$ cat config.mk
export PLATFORM = sky130hd
export DESIGN_NAME = ipdc_host
export DESIGN_NICKNAME = d
export VERILOG_FILES = /design/src/rtl/ipdc_pkg.sv /design/src/rtl/ipdc_host.sv
export SDC_FILE = /design/constraint.sdc
export NUM_CORES = 1
export LEC_CHECK = 0
export ABC_AREA = 1
export CAP_MARGIN = 5
export CORE_ASPECT_RATIO = 0.9
export CORE_MARGIN = 2
export CORE_UTILIZATION = 49
export DETAILED_ROUTE_END_ITERATION = 10
export PLACE_DENSITY = 0.92
export SYNTH_ARGS = -nofsm -noshare
export SYNTH_HDL_FRONTEND = slang
export SYNTH_SLANG_ARGS = --single-unit
export TNS_END_PERCENT = 1
$ cat constraint.sdc
create_clock -name i_clk -period 4 [get_ports i_clk]
set_clock_uncertainty 0.2 [all_clocks]
set_input_delay 0.8 -clock i_clk [delete_from_list [all_inputs] [get_ports i_clk]]
set_output_delay 0.8 -clock i_clk [all_outputs]
set_load 0.005 [all_outputs]
$ cat src/rtl/ipdc_pkg.sv
// Shared constants and FSM encoding for the ipdc host and the ipdc core.
// Sizes here fix every port width of the host.
package ipdc_pkg;

  localparam int IMG_PIXELS  = 64;
  localparam int DISP_PIXELS = 16;
  localparam int WDOG_MAX    = 255;

  localparam logic [2:0] OP_LOAD = 3'd0;

  localparam int MODE_W = 3;
  localparam int ADDR_W = 6;
  localparam int DATA_W = 24;
  localparam int IDX_W  = 4;
  localparam int WDOG_W = 8;

  typedef enum logic [2:0] {
    IDLE,
    ISSUE,
    LOAD,
    COLLECT,
    WAIT_RDY
  } state_e;

endpackage

$ cat src/rtl/ipdc_host.sv
// Host sequencer for the ipdc: issues ops, streams a 64-pixel image,
// and captures the 16-beat display result with a watchdog.
module ipdc_host
  import ipdc_pkg::*;
(
  input  logic              i_clk,
  input  logic              i_rst_n,
  input  logic              i_cmd_valid,
  input  logic [MODE_W-1:0] i_cmd_mode,
  output logic              o_cmd_ready,
  output logic [ADDR_W-1:0] o_pix_addr,
  input  logic [DATA_W-1:0] i_pix_data,
  output logic              o_op_valid,
  output logic [MODE_W-1:0] o_op_mode,
  output logic              o_in_valid,
  output logic [DATA_W-1:0] o_in_data,
  input  logic              i_in_ready,
  input  logic              i_out_valid,
  input  logic [DATA_W-1:0] i_out_data,
  output logic              o_res_valid,
  output logic [DATA_W-1:0] o_res_data,
  output logic [IDX_W-1:0]  o_res_idx,
  output logic              o_done,
  output logic              o_err
);

  localparam logic [ADDR_W-1:0] PIX_LAST  = ADDR_W'(IMG_PIXELS - 1);
  localparam logic [IDX_W-1:0]  BEAT_LAST = IDX_W'(DISP_PIXELS - 1);
  localparam logic [WDOG_W-1:0] WDOG_TOP  = WDOG_W'(WDOG_MAX);

  state_e state, nxt;

  logic              addr_done;
  logic              rd_v;
  logic              rd_last;
  logic              in_last;
  logic [IDX_W-1:0]  beat_cnt;
  logic [WDOG_W-1:0] wdog;

  logic              accept;
  logic              issue;
  logic              beat;
  logic              last_beat;
  logic [WDOG_W-1:0] wdog_nxt;
  logic              wdog_hit;

  assign o_cmd_ready = (state == IDLE) && i_in_ready;
  assign accept      = i_cmd_valid && o_cmd_ready;
  assign issue       = (state == LOAD) && !addr_done;
  assign beat        = (state == COLLECT) && i_out_valid;
  assign last_beat   = beat && (beat_cnt == BEAT_LAST);
  assign wdog_nxt    = wdog + 1'b1;
  assign wdog_hit    = (state == COLLECT) && !i_out_valid
                    && (wdog_nxt == WDOG_TOP);

  always_ff @(posedge i_clk or negedge i_rst_n) begin
    if (!i_rst_n) state <= IDLE;
    else          state <= nxt;
  end

  always_comb begin
    nxt = state;
    unique case (state)
      IDLE:     if (accept) nxt = ISSUE;
      ISSUE:    nxt = (o_op_mode == OP_LOAD) ? LOAD : COLLECT;
      LOAD:     if (in_last) nxt = WAIT_RDY;
      COLLECT:  if (last_beat || wdog_hit) nxt = WAIT_RDY;
      WAIT_RDY: if (i_in_ready) nxt = IDLE;
      default:  nxt = IDLE;
    endcase
  end

  // Address k is read back one cycle later, then registered onto o_in_data.
  always_ff @(posedge i_clk or negedge i_rst_n) begin
    if (!i_rst_n) begin
      o_op_valid  <= 1'b0;
      o_op_mode   <= '0;
      o_pix_addr  <= '0;
      addr_done   <= 1'b0;
      rd_v        <= 1'b0;
      rd_last     <= 1'b0;
      in_last     <= 1'b0;
      o_in_valid  <= 1'b0;
      o_in_data   <= '0;
      o_res_valid <= 1'b0;
      o_res_data  <= '0;
      o_res_idx   <= '0;
      beat_cnt    <= '0;
      wdog        <= '0;
      o_done      <= 1'b0;
      o_err       <= 1'b0;
    end else begin
      o_op_valid <= (nxt == ISSUE);
      if (accept) o_op_mode <= i_cmd_mode;

      if (state == ISSUE) begin
        o_pix_addr <= '0;
        addr_done  <= 1'b0;
        beat_cnt   <= '0;
        wdog       <= '0;
      end

      if (issue) begin
        if (o_pix_addr == PIX_LAST) addr_done <= 1'b1;
        else                        o_pix_addr <= o_pix_addr + 1'b1;
      end
      rd_v       <= issue;
      rd_last    <= issue && (o_pix_addr == PIX_LAST);
      o_in_valid <= rd_v;
      in_last    <= rd_last;
      if (rd_v) o_in_data <= i_pix_data;

      o_res_valid <= beat;
      if (beat) begin
        o_res_data <= i_out_data;
        o_res_idx  <= beat_cnt;
        wdog       <= '0;
        if (beat_cnt != BEAT_LAST) beat_cnt <= beat_cnt + 1'b1;
      end else if (state == COLLECT) begin
        wdog <= wdog_nxt;
      end

      if (wdog_hit) o_err <= 1'b1;
      o_done <= (state == WAIT_RDY) && i_in_ready;
    end
  end

endmodule

=== After elaboration in Yosys (flattened, before gate mapping) ===
Cells that the tools add are included.

* Output and inout port bits: 67
* Input port bits: 56
* Register bits after elaboration: 85

* Add/subtract/negate cells: 3
* Mux-type cells: 18
* Equal/unequal tests: 9
* Reduce and logical (&&, ||, !) cells: 15

{| class="wikitable"
|+ Operators by type and width
! kind !! number
|-
| 2-to-1 mux 8 bit || 3
|-
| 2-to-1 mux 6 bit || 3
|-
| one-hot mux 3 bit (5 select lines) || 1
|-
| 2-to-1 mux 3 bit || 4
|-
| 2-to-1 mux 4 bit || 3
|-
| logical AND 1 bit || 9
|-
| adder 8 x 1 -> 8 bit (second input constant) || 1
|-
| equality test 8 bit (second input constant) || 1
|-
| adder 6 x 1 -> 6 bit (second input constant) || 1
|-
| equality test 3 x 1 -> 1 bit (second input constant) || 2
|-
| equality test 3 x 2 -> 1 bit (second input constant) || 2
|-
| equality test 6 bit (second input constant) || 1
|-
| zero test 3 bit || 2
|-
| adder 4 x 1 -> 4 bit (second input constant) || 1
|-
| equality test 4 bit (second input constant) || 1
|-
| 2-to-1 mux 1 bit || 4
|-
| inequality test 4 bit (second input constant) || 1
|-
| equality test 3 bit (second input constant) || 1
|-
| nonzero test 3 bit || 1
|-
| zero test 1 bit || 2
|-
| logical OR 1 bit || 1
|}

=== Longest topological paths before layout ===
Gate-level depths: netlist of the first run.

* Depth after elaboration: 7
* Gate-level depth with buffers: 10
* Gate-level depth less buffers: 10

=== Worst setup path after synthesis of the first run ===
No wires, ideal clock.

* Path type: input to output
* Start point: input i_in_ready
* End point: output o_cmd_ready
* Setup slack: 1.971 ns
* Buffers on the path: 0
* Data arrival time: 1.029 ns
* Stages: 2
* Cells stage by stage: inv_1 nor3_2

* Longest elaborated chain between the ends: 1

{| class="wikitable"
|+ Ends and longest elaborated chain
! what !! line !! RTL
|-
| start: declaration || ipdc_host.sv:17 || <nowiki>input logic i_in_ready,</nowiki>
|-
| logical AND 1 bit || ipdc_host.sv:47 || <nowiki>assign o_cmd_ready = (state == IDLE) && i_in_ready;</nowiki>
|-
| end: declaration || ipdc_host.sv:10 || <nowiki>output logic o_cmd_ready,</nowiki>
|}

No other way between the ends.

=== Final worst setup path of the first run ===
Same ends and word-level chain as after synthesis.

==> metrics.csv, run 1 <==
metric,value,unit
first_iter_violations,119,
seqPwrFrac,42.6,%
row_count,29,
clock-sinks,85,
power_frac_comb,39.6,%
place_area,4822,µm²
port_buffers,122,
ios,123,
gr-total-overflow,0,
clockBufferDepth,2,
worst_path_largest_cell_delay,0.52,ns
yosys.area.top_type_share,60.11,%
cts_hold_buffers,0,
vdd_drop_max,0.3790,mV
die-area,7918,µm²
coreArea,7039,µm²
setup_violations,0,
rsz0062_at_grt,false,
clk_latency,0.35,ns
max-slew-margin-rel,30.58,%
crit_buf_inv,3,
leakagePower,2.328,nW
power.internal,2.304,mW
ys_ff_latch,85,
outcome,"finished, final reports clean",
start_util,50.27,%
synthCells,356,
synthMuxAreaShare,7.638,%
root_buffer,clkbuf_8,
cts_setup_buffers,0,
drcViolationCount,0,
period_needed,3.019,ns
worstSetupPathType,primary input to output port,
p_total,3.387,mW
final_layout_size_suffix_gt1_share,11.11,%
crit_chain,"clkdlybuf4s50_1, inv_1, nor3_2, clkdlybuf4s50_1",
die_h,84.62,µm
hold_viol_final,0,
area_delta_synth_final,41.87,%
cts_tree,built,
wl_per_cell,13.90,µm
synth_nets,416,
vias,2835,
sw_frac_of_total,31.97,%
synth_xor_xnor_area_share,0.7426,%
min_path_type,flop to flop,
fin_nets,541,
finalSetupTns,0,ns
stdcell_area,5020,µm²
synth_top_family_by_area,simple AND/OR/NAND/NOR gates,
clock_power_share,17.9,%
synth_top_area_cell,dfrtp_1,
final_cells,579,
clk_pin_slew,0.08,ns
mappedNetlistArea,3538,µm²
cp.required,3.00,ns
cp.arrival,2.02,ns
first_pass_iters,4,
synth-simple-area-share,21.07,%
drt-vias-per-instance,4.896,
detail_route.wirelength,8.050,mm
dp.cells,563,
grt_start_max_net_pins,86,
dp_hpwl,5.706,mm
p_per_area,674.8,nW/µm²
antenna_cells,0,
seq_area_frac_synth,60.11,%
antenna_left,0,
endpoint_kind,output port,
avgSynthCellArea,9.939,µm²
slowest_stage,clkdlybuf4s50_1,
synth.distinct_cells,32,
post_cts_resize_count,0,
path_delay_family,buffers and inverters,
synth_compound_area_share,4.208,%
antenna_found_initial,0,
die_x,93.58,µm
synth_fa_ha_area_share,1.414,%
grt_pass1_vias,2822,
worst_path_most_repeated_cell,clkdlybuf4s50_1,
drv_slew,0,
cp-start-kind,primary input,
grt_pass1_wl,13.01,mm
synth_area_leaders,"dfrtp_1 60%, nand2_1 14%, mux2_2 7.6%",
yosysWarnings,0,
grt_usage,21.04,%
gp_congestion,0.9339,
drv_cap,0,
cts-buffers-inserted,9,
worstPathMaxFanout,3,
worst_pin_slew,1.041,ns
period_share,75.47,%
fmax,0.3312,GHz
p_sw,1.083,mW
htree_levels,3,
## cells in the final DEF (no fill, tap or decap), types with 2 or more instances in the layout
master	count
nor2_4	4
nand4_1	2
o21ai_0	12
a21oi_1	2
mux2_2	24
clkdlybuf4s50_1	121
o21ai_1	3
nor3_1	5
inv_2	2
nand2_1	129
nand2_2	2
dfrtp_1	85
inv_1	28
nand3_1	13
clkbuf_8	9
ha_1	4
clkinv_2	2
nor2_1	15
inv_6	2
o22ai_1	4
xor2_1	2
## cell type report
class                   count  area [µm²]
flip-flops and latches     85        2127
fillers                   513        2019
clock buffers               9       123.9
multi-input cells         232        1241
well taps                  93       116.4
repair buffers            122        1219
inverters                  31       118.9
clock inverters             7       73.82
## path summary, 6_finish.rpt
| check | from | endpoint | slack [ns] | depth (start not counted) |
|---|---|---|---|---|
| max | i_in_ready | o_cmd_ready | 0.98 | 4 |
| min | rd_last$_DFF_PN0_ | in_last$_DFF_PN0_ | 0.15 | 0 |
| max reg2reg | state[2]$_DFF_PN0_ | state[0]$_DFF_PN0_ | 1.95 | 8 |
| min reg2reg | rd_last$_DFF_PN0_ | in_last$_DFF_PN0_ | 0.15 | 0 |
| max in group asynchronous | i_rst_n | rd_last$_DFF_PN0_ | 2.51 | 1 |
| min in group asynchronous | i_rst_n | wdog[7]$_DFFE_PN0P_ | 0.41 | 1 |
## state kept, by name (all words and copies together) (netlist names), 3 cells and up
name	count
beat_cnt	4
o_in_data	24
o_op_mode	3
o_pix_addr	6
o_res_data	24
o_res_idx	4
state	3
wdog	8
## synthesized netlist by cell type (all sizes together)
cell and number:
nand2 132, dfrtp 85, inv 31, mux2 24
nor2 20, o21ai 15, nand3 14, buf 7
nor3 6, ha 4, o22ai 4, a21oi 2
nand4 2, xor2 2, a22oi 1, clkbuf 1
nor3b 1, o211ai 1, o21bai 1, o31a 1
o31ai 1, xnor2 1
## through the flow
step | setup WS, ns | utilization [%] | hold WS (ns)
3_3_place_gp | 0.9853 | 68.50 | 0.1330
4_1_cts | 0.9618 | 71.31 | 0.1553
2_1_floorplan | 1.971 | - | 0.1312
5_1_grt | 0.9024 | 71.31 | 0.1650
6_report | 0.9811 | 71.31 | 0.1495
3_5_place_dp | 0.9642 | 68.50 | 0.1364
## power groups by stage
stage | logic [mW] | registers, mW | clock network (mW)
2_1_floorplan | 0.582 | 1.42 | 0
3_3_place_gp | 1.30 | 1.44 | 0
3_5_place_dp | 1.35 | 1.46 | 0
4_1_cts | 1.36 | 1.44 | 0.622
5_1_grt | 1.46 | 1.49 | 0.658
6_report | 1.34 | 1.44 | 0.605
## cells by family (layout without fill, tap and decap cells)
family / count (synthesis) / after routing
AOI/OAI and AO/OA: 26 / 26
xor gates and xnor gates: 3 / 3
adders and majority gates: 4 / 4
buffers and inverters: 39 / 169
DFF: 85 / 85
muxes: 24 / 24
and+or+nand+nor: 175 / 175
## worst reg2reg max path, cell delays in order, from the launching register on
cell and delay (ns):
dfrtp_1 0.45, nor2_4 0.24, nand2_2 0.11, inv_2 0.10
nand2_4 0.21, inv_4 0.32, nand2_1 0.14, nand3_1 0.12
nand2_1 0.06
## layer usage
layer	global-route usage [%]	wire, µm	up-vias
li1	-	-	1384
met1	25.35	3355	1346
met2	35.45	4029	89
met3	6.732	491	16
met4	7.905	174	0
met5	0	0	-
(Power assumes the default switching activity.)
==> run 2, diff against run 1 <==
- CORE_UTILIZATION: 49 -> 41
- PLACE_DENSITY: 0.92 -> 0.83
- clock period: 4 -> 2.5 ns (I/O delays scaled with it)
==> run 2 against run 1 <==
Worst setup slack got worse by 0.54 ns. Clock-buffer cell count did not move. Clock power rose by 59%. Sequential cell count did not move. Via count rose by 0.88%. Critical path depth did not move. Sequential power rose by 56%. Combinational power rose by 67%. Register-to-register slack got worse by 1.3 ns. Critical endpoint unchanged. Largest cell class unchanged. Largest power group unchanged.
==> metrics.csv, run 2 (synthesis gave the netlist of run 1 again) <==
metric,value,unit
finalSetupTns,0,ns
rsz0062_at_grt,false,
grt_usage,17.51,%
clk_pin_slew,0.09,ns
drv_cap,0,
place_area,4890,µm²
fin_nets,546,
cp-start-kind,flop,
mostFrequentLayoutCell,nand2_1,
final_cells,610,
period_needed,2.056,ns
coreArea,8488,µm²
drv_slew,0,
gp_congestion,0.8351,
ff2ff_path_depth,8,
row_count,32,
antenna_found_initial,0,
htree_levels,3,
setup_violations,0,
clockBufferDepth,2,
antenna_cells,0,
dp.cells,592,
worstSetupPathType,flop to output port,
p_total,5.447,mW
worstPathMaxFanout,5,
stdcell_area,5112,µm²
gr-total-overflow,0,
detail_route.wirelength,8.132,mm
hold_viol_final,0,
drt-vias-per-instance,4.689,
grt_pass1_wl,12.91,mm
die_x,101.9,µm
first_iter_violations,91,
reg2reg_slack,0.63,ns
grt_pass1_vias,2840,
die_h,92.13,µm
worst_pin_slew,0.4701,ns
hold_depth,0,
final_layout_size_suffix_gt1_share,12.22,%
fmax,0.4863,GHz
cts-buffers-inserted,9,
die-area,9390,µm²
ios,123,
fillCellCount,735,
leakagePower,2.361,nW
max-slew-margin-rel,68.66,%
vdd_drop_max,0.4972,mV
first_pass_iters,4,
clk_latency,0.35,ns
root_buffer,clkbuf_8,
antenna_left,0,
top_regs,"o_in_data x24, o_res_data x24, wdog x8",
wl_per_cell,13.33,µm
period_share,82.26,%
start_util,41.69,%
area_delta_synth_final,44.48,%
final_cell_mix,"129 x nand2_1, 120 x clkdlybuf4s50_1, 84 x dfrtp_1",
post-route-util,60.23,%
vias,2860,
cts_tree,built,
grt_start_max_net_pins,51,
endpoint_kind,output port,
p_per_area,1065,nW/µm²
cp.arrival,1.36,ns
dp_hpwl,5.974,mm
port_buffers,122,
outcome,"finished, final reports clean",
cp.required,1.80,ns
clock-sinks,85,
drcViolationCount,0,
min_path_type,flop to flop,
## run 2: worst paths after layout
kind,from,endpoint
worst max-delay path,state[1]$_DFF_PN0_,o_cmd_ready
worst min-delay path,rd_last$_DFF_PN0_,in_last$_DFF_PN0_
worst max register to register,state[2]$_DFF_PN0_,state[1]$_DFF_PN0_
worst min register to register,rd_last$_DFF_PN0_,in_last$_DFF_PN0_
max in group asynchronous,i_rst_n,o_res_data[17]$_DFFE_PN0P_
min in group asynchronous,i_rst_n,o_op_mode[2]$_DFFE_PN0P_
## run 2: critical path, cell delays in order (launching register included)
cell	delay [ns]
dfrtp_2	0.47
nor2_2	0.15
inv_1	0.08
nor3_2	0.17
dlymetal6s2s_1	0.15
## run 2: layout make-up
type / count / area [µm²] / share of cell area [%]
Clock buffer: 9 / 123.9 / 2.423
Sequential cell: 85 / 2128 / 41.63
Clock inverter: 7 / 75.07 / 1.468
Timing Repair Buffer: 127 / 1274 / 24.91
Tap cell: 119 / 148.9 / 2.912
Multi-Input combinational cell: 232 / 1244 / 24.33
Inverter: 31 / 118.9 / 2.325
## run 2: routing by layer
metal	wire, µm	global-route usage (%)
met5	0	0
met2	4002	29.55
met3	534	4.802
met1	3418	20.96
met4	176	7.222
## run 2: metrics by stage
stage / hold slack (ns) / worst slack [ns]
finish: 0.1571 / 0.4435
CTS: 0.1591 / 0.03644
floorplan: 0.004409 / 0.9477
detailed placement: 0.1347 / 0.06360
global route: 0.1661 / 0.3292
global placement: 0.1330 / 0.07915
## run 2: power by group
group	switching, mW	internal (mW)	leakage [nW]	total [mW]
combinational	0.898	1.34	1.20	2.24
clock	0.499	0.465	0.0918	0.963
sequential	0.337	1.91	1.07	2.24
total	1.73	3.71	2.36	5.45
## run 2: repair_timing
| item | 4_1_cts | 5_1_grt |
|---|---|---|
| endpoints found under the hold margin | 35 | 0 |
| endpoints found under the setup margin | 0 | 1 |
| setup buffers | 0 | 1 |
| resized for setup | 0 | 3 |
| hold buffers | 1 | 0 |
==> run 3, diff against run 2 <==
- clock period: 2.5 -> 1.79 ns (I/O delays scaled with it)
==> run 3 against run 2 <==
Combinational power increased by 39%. Utilization increased by 2.6 points. Critical path type unchanged. Design area increased by 4.3%. Clock-buffer cell count unchanged. Register-to-register slack got worse by 0.53 ns. Critical path depth unchanged. Worst setup slack got worse by 0.40 ns.
==> metrics.csv, run 3 (synthesis gave the netlist of run 1 again) <==
metric,value,unit
cp.required,1.23,ns
drv_slew,0,
worstPathMaxFanout,2,
detail_route.wirelength,8.302,mm
area_delta_synth_final,50.71,%
clockBufferDepth,2,
top_regs,"o_in_data x24, o_res_data x24, wdog x8",
power.internal,4.937,mW
setup_violations,0,
grt_pass1_vias,2948,
final_layout_size_suffix_gt1_share,16.77,%
die_h,92.13,µm
port_buffers,122,
htree_levels,3,
final_cells,626,
grt_start_max_net_pins,35,
vias,2898,
root_buffer,clkbuf_8,
clock-sinks,85,
first_iter_violations,70,
period_share,97.79,%
clk_pin_slew,0.08,ns
fillCellCount,702,
stdcell_area,5333,µm²
fin_nets,562,
place_area,4990,µm²
clock_power_share,16.4,%
clk_latency,0.35,ns
drt-vias-per-instance,4.629,
drv_cap,0,
min_path_type,flop to flop,
cts-buffers-inserted,9,
dp_hpwl,5.998,mm
p_sw,2.457,mW
fmax,0.5713,GHz
antenna_cells,0,
cp.arrival,1.19,ns
row_count,32,
worstSetupPathType,flop to output port,
ff2ff_path_depth,9,
gp_congestion,0.8178,
outcome,"finished, final reports clean",
dp.cells,602,
sw_frac_of_total,33.23,%
antenna_found_initial,0,
vdd_drop_max,0.7082,mV
hold_viol_final,0,
seqPwrFrac,41.4,%
die_x,101.9,µm
ios,123,
finalSetupTns,0,ns
grt_pass1_wl,13.25,mm
die-area,9390,µm²
start_util,41.69,%
period_needed,1.750,ns
max-slew-margin-rel,68.77,%
leakagePower,2.915,nW
drcViolationCount,0,
final_cell_mix,"128 x nand2_1, 85 x dfrtp_1, 58 x clkdlybuf4s50_1",
rsz0062_at_grt,true,
coreArea,8488,µm²
grt_usage,17.83,%
mostFrequentLayoutCell,nand2_1,
hold_depth,0,
first_pass_iters,4,
cp-start-kind,flop,
wl_per_cell,13.26,µm
p_per_area,1387,nW/µm²
antenna_left,0,
gr-total-overflow,0,
cts_tree,built,
worst_pin_slew,0.4685,ns
endpoint_kind,output port,
power_frac_comb,42.2,%
-- run 3: per-stage QoR --
| step | power (mW) | util, % | hold WS, ns | worst slack [ns] |
|---|---|---|---|---|
| 2_1_floorplan | 4.468 | - | -0.1376 | 0.2377 |
| 3_3_place_gp | 6.255 | 58.79 | 0.1344 | -0.3351 |
| 3_5_place_dp | 6.392 | 58.79 | 0.1410 | -0.3344 |
| 4_1_cts | 7.538 | 60.92 | 0.1742 | -0.03416 |
| 5_1_grt | 7.941 | 62.82 | 0.1882 | -0.06439 |
| 6_report | 7.394 | 62.82 | 0.1680 | 0.03960 |
-- run 3: critical path: stages, from the launching register on --
cell	delay [ns]
dfrtp_1	0.39
nor2_2	0.15
inv_2	0.07
nor3_4	0.11
buf_2	0.13
-- run 3: area by class of cell --
class                   count  area [µm²]  share of cell area, %
repair buffers            143        1484                  27.83
inverters                  31       118.9                  2.229
flip-flops and latches     85        2127                  39.89
multi-input cells         232        1281                  24.03
clock buffers               9       123.9                  2.323
clock inverters             7       48.80                 0.9151
well taps                 119       148.9                  2.792
-- run 3: worst paths after layout --
check | startpoint | end | slack [ns]
worst max-delay path | state[1]$_DFF_PN0_ | o_cmd_ready | 0.04
worst min-delay path | rd_last$_DFF_PN0_ | in_last$_DFF_PN0_ | 0.17
worst max register to register | wdog[0]$_DFFE_PN0P_ | state[1]$_DFF_PN0_ | 0.10
worst min register to register | rd_last$_DFF_PN0_ | in_last$_DFF_PN0_ | 0.17
max in group asynchronous | i_rst_n | o_in_data[4]$_DFFE_PN0P_ | 0.57
min in group asynchronous | i_rst_n | wdog[4]$_DFFE_PN0P_ | 0.31
-- run 3: power groups by stage --
stage	Sequential, mW	Clock (mW)	Combinational [mW]
finish	3.06	1.21	3.12
global route	3.15	1.33	3.46
floorplan	3.17	0	1.30
CTS	3.08	1.25	3.20
detailed placement	3.14	0	3.26
global placement	3.10	0	3.15
-- run 3: repair_timing --
action	4_1_cts	5_1_grt
endpoints found under the hold margin	32	0
hold buffers	1	0
pin swaps	2	4
resized for setup	30	50
setup buffers	4	3
setup endpoints to repair	26	48
-- run 3: routing by layer --
metal,vias to the layer above,part of all wire (%),track usage [%]
met2,103,52,32.35
met5,-,0,0
met3,8,5.9,4.345
li1,1433,-,-
met1,1354,41,20.68
met4,0,1.1,5.111
==> RTL change 1 (config.mk and constraints of run 2) <==
Make the reset (`i_rst_n`) synchronous in 2 clocked blocks.
--- a/src/rtl/ipdc_host.sv
+++ b/src/rtl/ipdc_host.sv
@@ -53,7 +53,7 @@
   assign wdog_hit    = (state == COLLECT) && !i_out_valid
                     && (wdog_nxt == WDOG_TOP);
 
-  always_ff @(posedge i_clk or negedge i_rst_n) begin
+  always_ff @(posedge i_clk) begin
     if (!i_rst_n) state <= IDLE;
     else          state <= nxt;
   end
@@ -71,7 +71,7 @@
   end
 
   // Address k is read back one cycle later, then registered onto o_in_data.
-  always_ff @(posedge i_clk or negedge i_rst_n) begin
+  always_ff @(posedge i_clk) begin
     if (!i_rst_n) begin
       o_op_valid  <= 1'b0;
       o_op_mode   <= '0;
Function: differs if i_rst_n is asserted again (counterexample within 4 cycles, from zero or initial values and one cycle with i_rst_n low); with i_rst_n held inactive, the same outputs for 10 cycles.
==> RTL change 1 against run 2 <==
Sequential cell count stayed put; final cell count increased by 0.49%; cell area decreased by 6.5%; area after synthesis shrank 7.7%; sequential share of layout area is 6.0 points lower; fmax down 0.90%; worst setup slack worse by 0.019 ns; wire length grew 0.45%.
Power is not compared: it rests on default switching activity, and its combinational part moved more than twofold at a synthesized area within 25%.
==> RTL change 1: results (changes against run 2) <==
metric	value	unit	change
sequential share of the synthesized area	52.1	%	-8.0 points
Area contributors post-synth	dfxtp_1 52%, nor2_1 8.0%, a22o_1 6.7%		
DR vias	3068		+7.3%
Hold Path Depth	2		+2
post-synthesis adder-cell area fraction	1.53	%	+0.12 points
drt initial violations	83		-8.8%
Worst R2R End	o_pix_addr[3]		
top cells by count, synth	85 x dfxtp_1, 70 x nor2_1, 50 x nand2_1		
HPWL Detailed	5.89	mm	-1.4%
Post CTS Setup Buffer Count	0		unchanged
share of layout cells above drive strength 1	8.12	%	-4.1 points
vias in the first global route	3039		+7.0%
met1 usage	22.1	%	+1.1 points
WP data arrival	1.38	ns	+0.02 ns
gpl congestion	0.807		-3.3%
CP Max Fanout	3		-2
R2R depth	9		+1
outcome	finished, final reports clean		
Compound-Gate Fraction of Synth Area	17.3	%	+13 points
total global-route track usage	18.8	%	+1.3 points
Power, Total	2700	µW	
Hold Startpoint	rd_last		
Slew headroom	51.4	%	-17 points
r2r startpoint	o_pix_addr[0]		
final net count	572		+4.8%
FFs w/ async S/R, synth	0	%	-100 points
met2 wire len	3.74	mm	-6.6%
DRT met1 WL	3.59	mm	+4.9%
fillcell total	652		-11%
Synth Area in XOR/XNOR	0	%	-0.74 points
met3 Use GR	7.82	%	+3.0 points
M2 GR Usage	31.8	%	+2.2 points
Post-Route WL	8.17	mm	+0.45%
mux contribution to synthesized area	0	%	-7.6 points
count of different cell masters after synthesis	36		+13%
## RTL change 1: stage by stage
step | instances | worst slack [ns] | instance area (µm²) | util [%] | hold WS (ns)
5_1_grt | 613 | 0.352 | 4780 | 62.7 | 0.233
6_report | 613 | 0.425 | 4780 | 62.7 | 0.224
4_1_cts | 613 | 0.0414 | 4780 | 62.7 | 0.222
3_3_place_gp | 597 | 0.0522 | 4570 | 59.9 | 0.195
2_1_floorplan | 388 | 0.912 | 3270 | - | 0.190
3_5_place_dp | 597 | 0.0474 | 4570 | 59.9 | 0.207
## RTL change 1: final cells by class
type	count	area share (%)
inverters	33	2.70
flip-flops and latches	85	35.6
clock inverters	7	1.81
clock buffers	9	2.59
repair buffers	129	26.7
well taps	96	2.51
multi-input cells	254	28.1
## RTL change 1: critical path, cell delays in order
cell and delay [ns]:
clkdlybuf4s50_1 0.45, inv_1 0.08, nor3_4 0.19, dlymetal6s2s_1 0.15
## RTL change 1: what timing repair did
action | in CTS | in global routing
gates resized for setup | 0 | 1
hold buffers | 0 | 0
setup endpoints to repair | 0 | 1
## RTL change 1: worst max path at each step
stage	end	startpoint	slack (ns)
2_1_floorplan	state[0]	wdog[1]	0.91
4_1_cts	o_cmd_ready	i_in_ready	0.04
5_1_grt	o_cmd_ready	i_in_ready	0.35
3_5_place_dp	o_cmd_ready	i_in_ready	0.05
3_3_place_gp	o_cmd_ready	i_in_ready	0.05
6_report	o_cmd_ready	i_in_ready	0.42
## RTL change 1: cell families (layout without fill, tap and decap cells)
logic type / Yosys count / count (layout)
simple gates: 162 / 162
compound gates: 88 / 88
flops: 85 / 85
buf+inv: 49 / 178
fa+ha+maj: 4 / 4
==> RTL change 2 (config.mk and constraints of run 2) <==
Without the edit above. The package constant `IDX_W` goes from 4 to 5.
--- a/src/rtl/ipdc_pkg.sv
+++ b/src/rtl/ipdc_pkg.sv
@@ -11,7 +11,7 @@
   localparam int MODE_W = 3;
   localparam int ADDR_W = 6;
   localparam int DATA_W = 24;
-  localparam int IDX_W  = 4;
+  localparam int IDX_W  = 5;
   localparam int WDOG_W = 8;
 
   typedef enum logic [2:0] {
Interface: changed (resized o_res_idx); port bits go from 123 to 124. The function was not compared with the original's and may differ.
==> RTL change 2 against run 2 <==
Cell area is 1.3% higher; area after synthesis is 2.2% higher; via count is 1.6% higher; wire length is 2.5% lower; worst setup slack worse by 0.36 ns; clock power is 5.3% lower; power is 1.6% lower; die area is 2.1% higher; largest cell class unchanged; sequential cell count is 2 higher; sequential share of layout area is 0.41 points higher.
==> RTL change 2: results (changes against run 2) <==
metric	value	unit	change
outcome	finished, final reports clean		
sequential share of power	41.7	%	+0.5 points
HPWL Detailed	5.90	mm	-1.2%
Synth Area per Inst	10.1	µm²	+1.3%
count of different cell masters after synthesis	29		-9.4%
DRT met1 WL	3.42	mm	about the same
met2 wire len	3.94	mm	-1.4%
total global-route track usage	17.8	%	+0.31 points
mux contribution to synthesized area	7.47	%	-0.16 points
first-pass GRT wire length	13.4	mm	+4.0%
Area contributors post-synth	dfrtp_1 60%, nand2_1 13%, mux2_2 7.5%		
Crit path max-delay family	buffers and inverters		
M2 GR Usage	31.8	%	+2.2 points
Synth Area in XOR/XNOR	0.727	%	-0.016 points
CP peak stage delay	0.53	ns	+0.06 ns
DR vias	2907		+1.6%
synthesized net count	419		+0.72%
met3 Use GR	5.16	%	+0.36 points
Compound-Gate Fraction of Synth Area	3.81	%	-0.40 points
Comb pwr share	41.3	%	about the same
vias in the first global route	3090		+8.8%
sequential share of the synthesized area	60.2	%	+0.094 points
sw power	1650	µW	-5.0%
post-cts resize count	1		+1
share of layout cells above drive strength 1	13.3	%	+1.1 points
met1 usage	20.3	%	-0.67 points
drt initial violations	109		+20%
DR WL/cell	12.9	µm	-3.2%
gpl congestion	0.806		-3.5%
Cell Count Post-Placement	596		+0.68%
LEAKAGE	0.00235	µW	-0.35%
fillcell total	750		+2.0%
==> RTL change 2: area by class of cell <==
cell class / instances / area share, %
multi-input cells: 236 / 24.7
flip-flops and latches: 87 / 42.0
clock inverters: 4 / 0.918
well taps: 119 / 2.87
clock buffers: 11 / 2.54
repair buffers: 130 / 25.0
inverters: 27 / 1.96
==> RTL change 2: per-stage QoR <==
step	hold WS, ns	area (µm²)	worst slack [ns]	util (%)	total power [µW]
after global routing	0.172	5180	0.0151	60.5	5780
after global placement	0.133	4970	0.0816	58.0	4390
after floorplan	0.00441	3620	0.954	-	3200
after detailed placement	0.136	4970	0.0379	58.0	4480
after CTS	0.154	5160	0.0231	60.3	5420
final	0.150	5180	0.0859	60.5	5360
==> RTL change 2: final timing paths <==
check,cells past startpoint,to,from
worst max-delay path,4,o_cmd_ready,i_in_ready
worst min-delay path,0,in_last,rd_last
worst max register to register,6,o_res_data[10],state[2]
worst min register to register,0,in_last,rd_last
max in group asynchronous,3,state[1],i_rst_n
min in group asynchronous,2,o_op_mode[2],i_rst_n
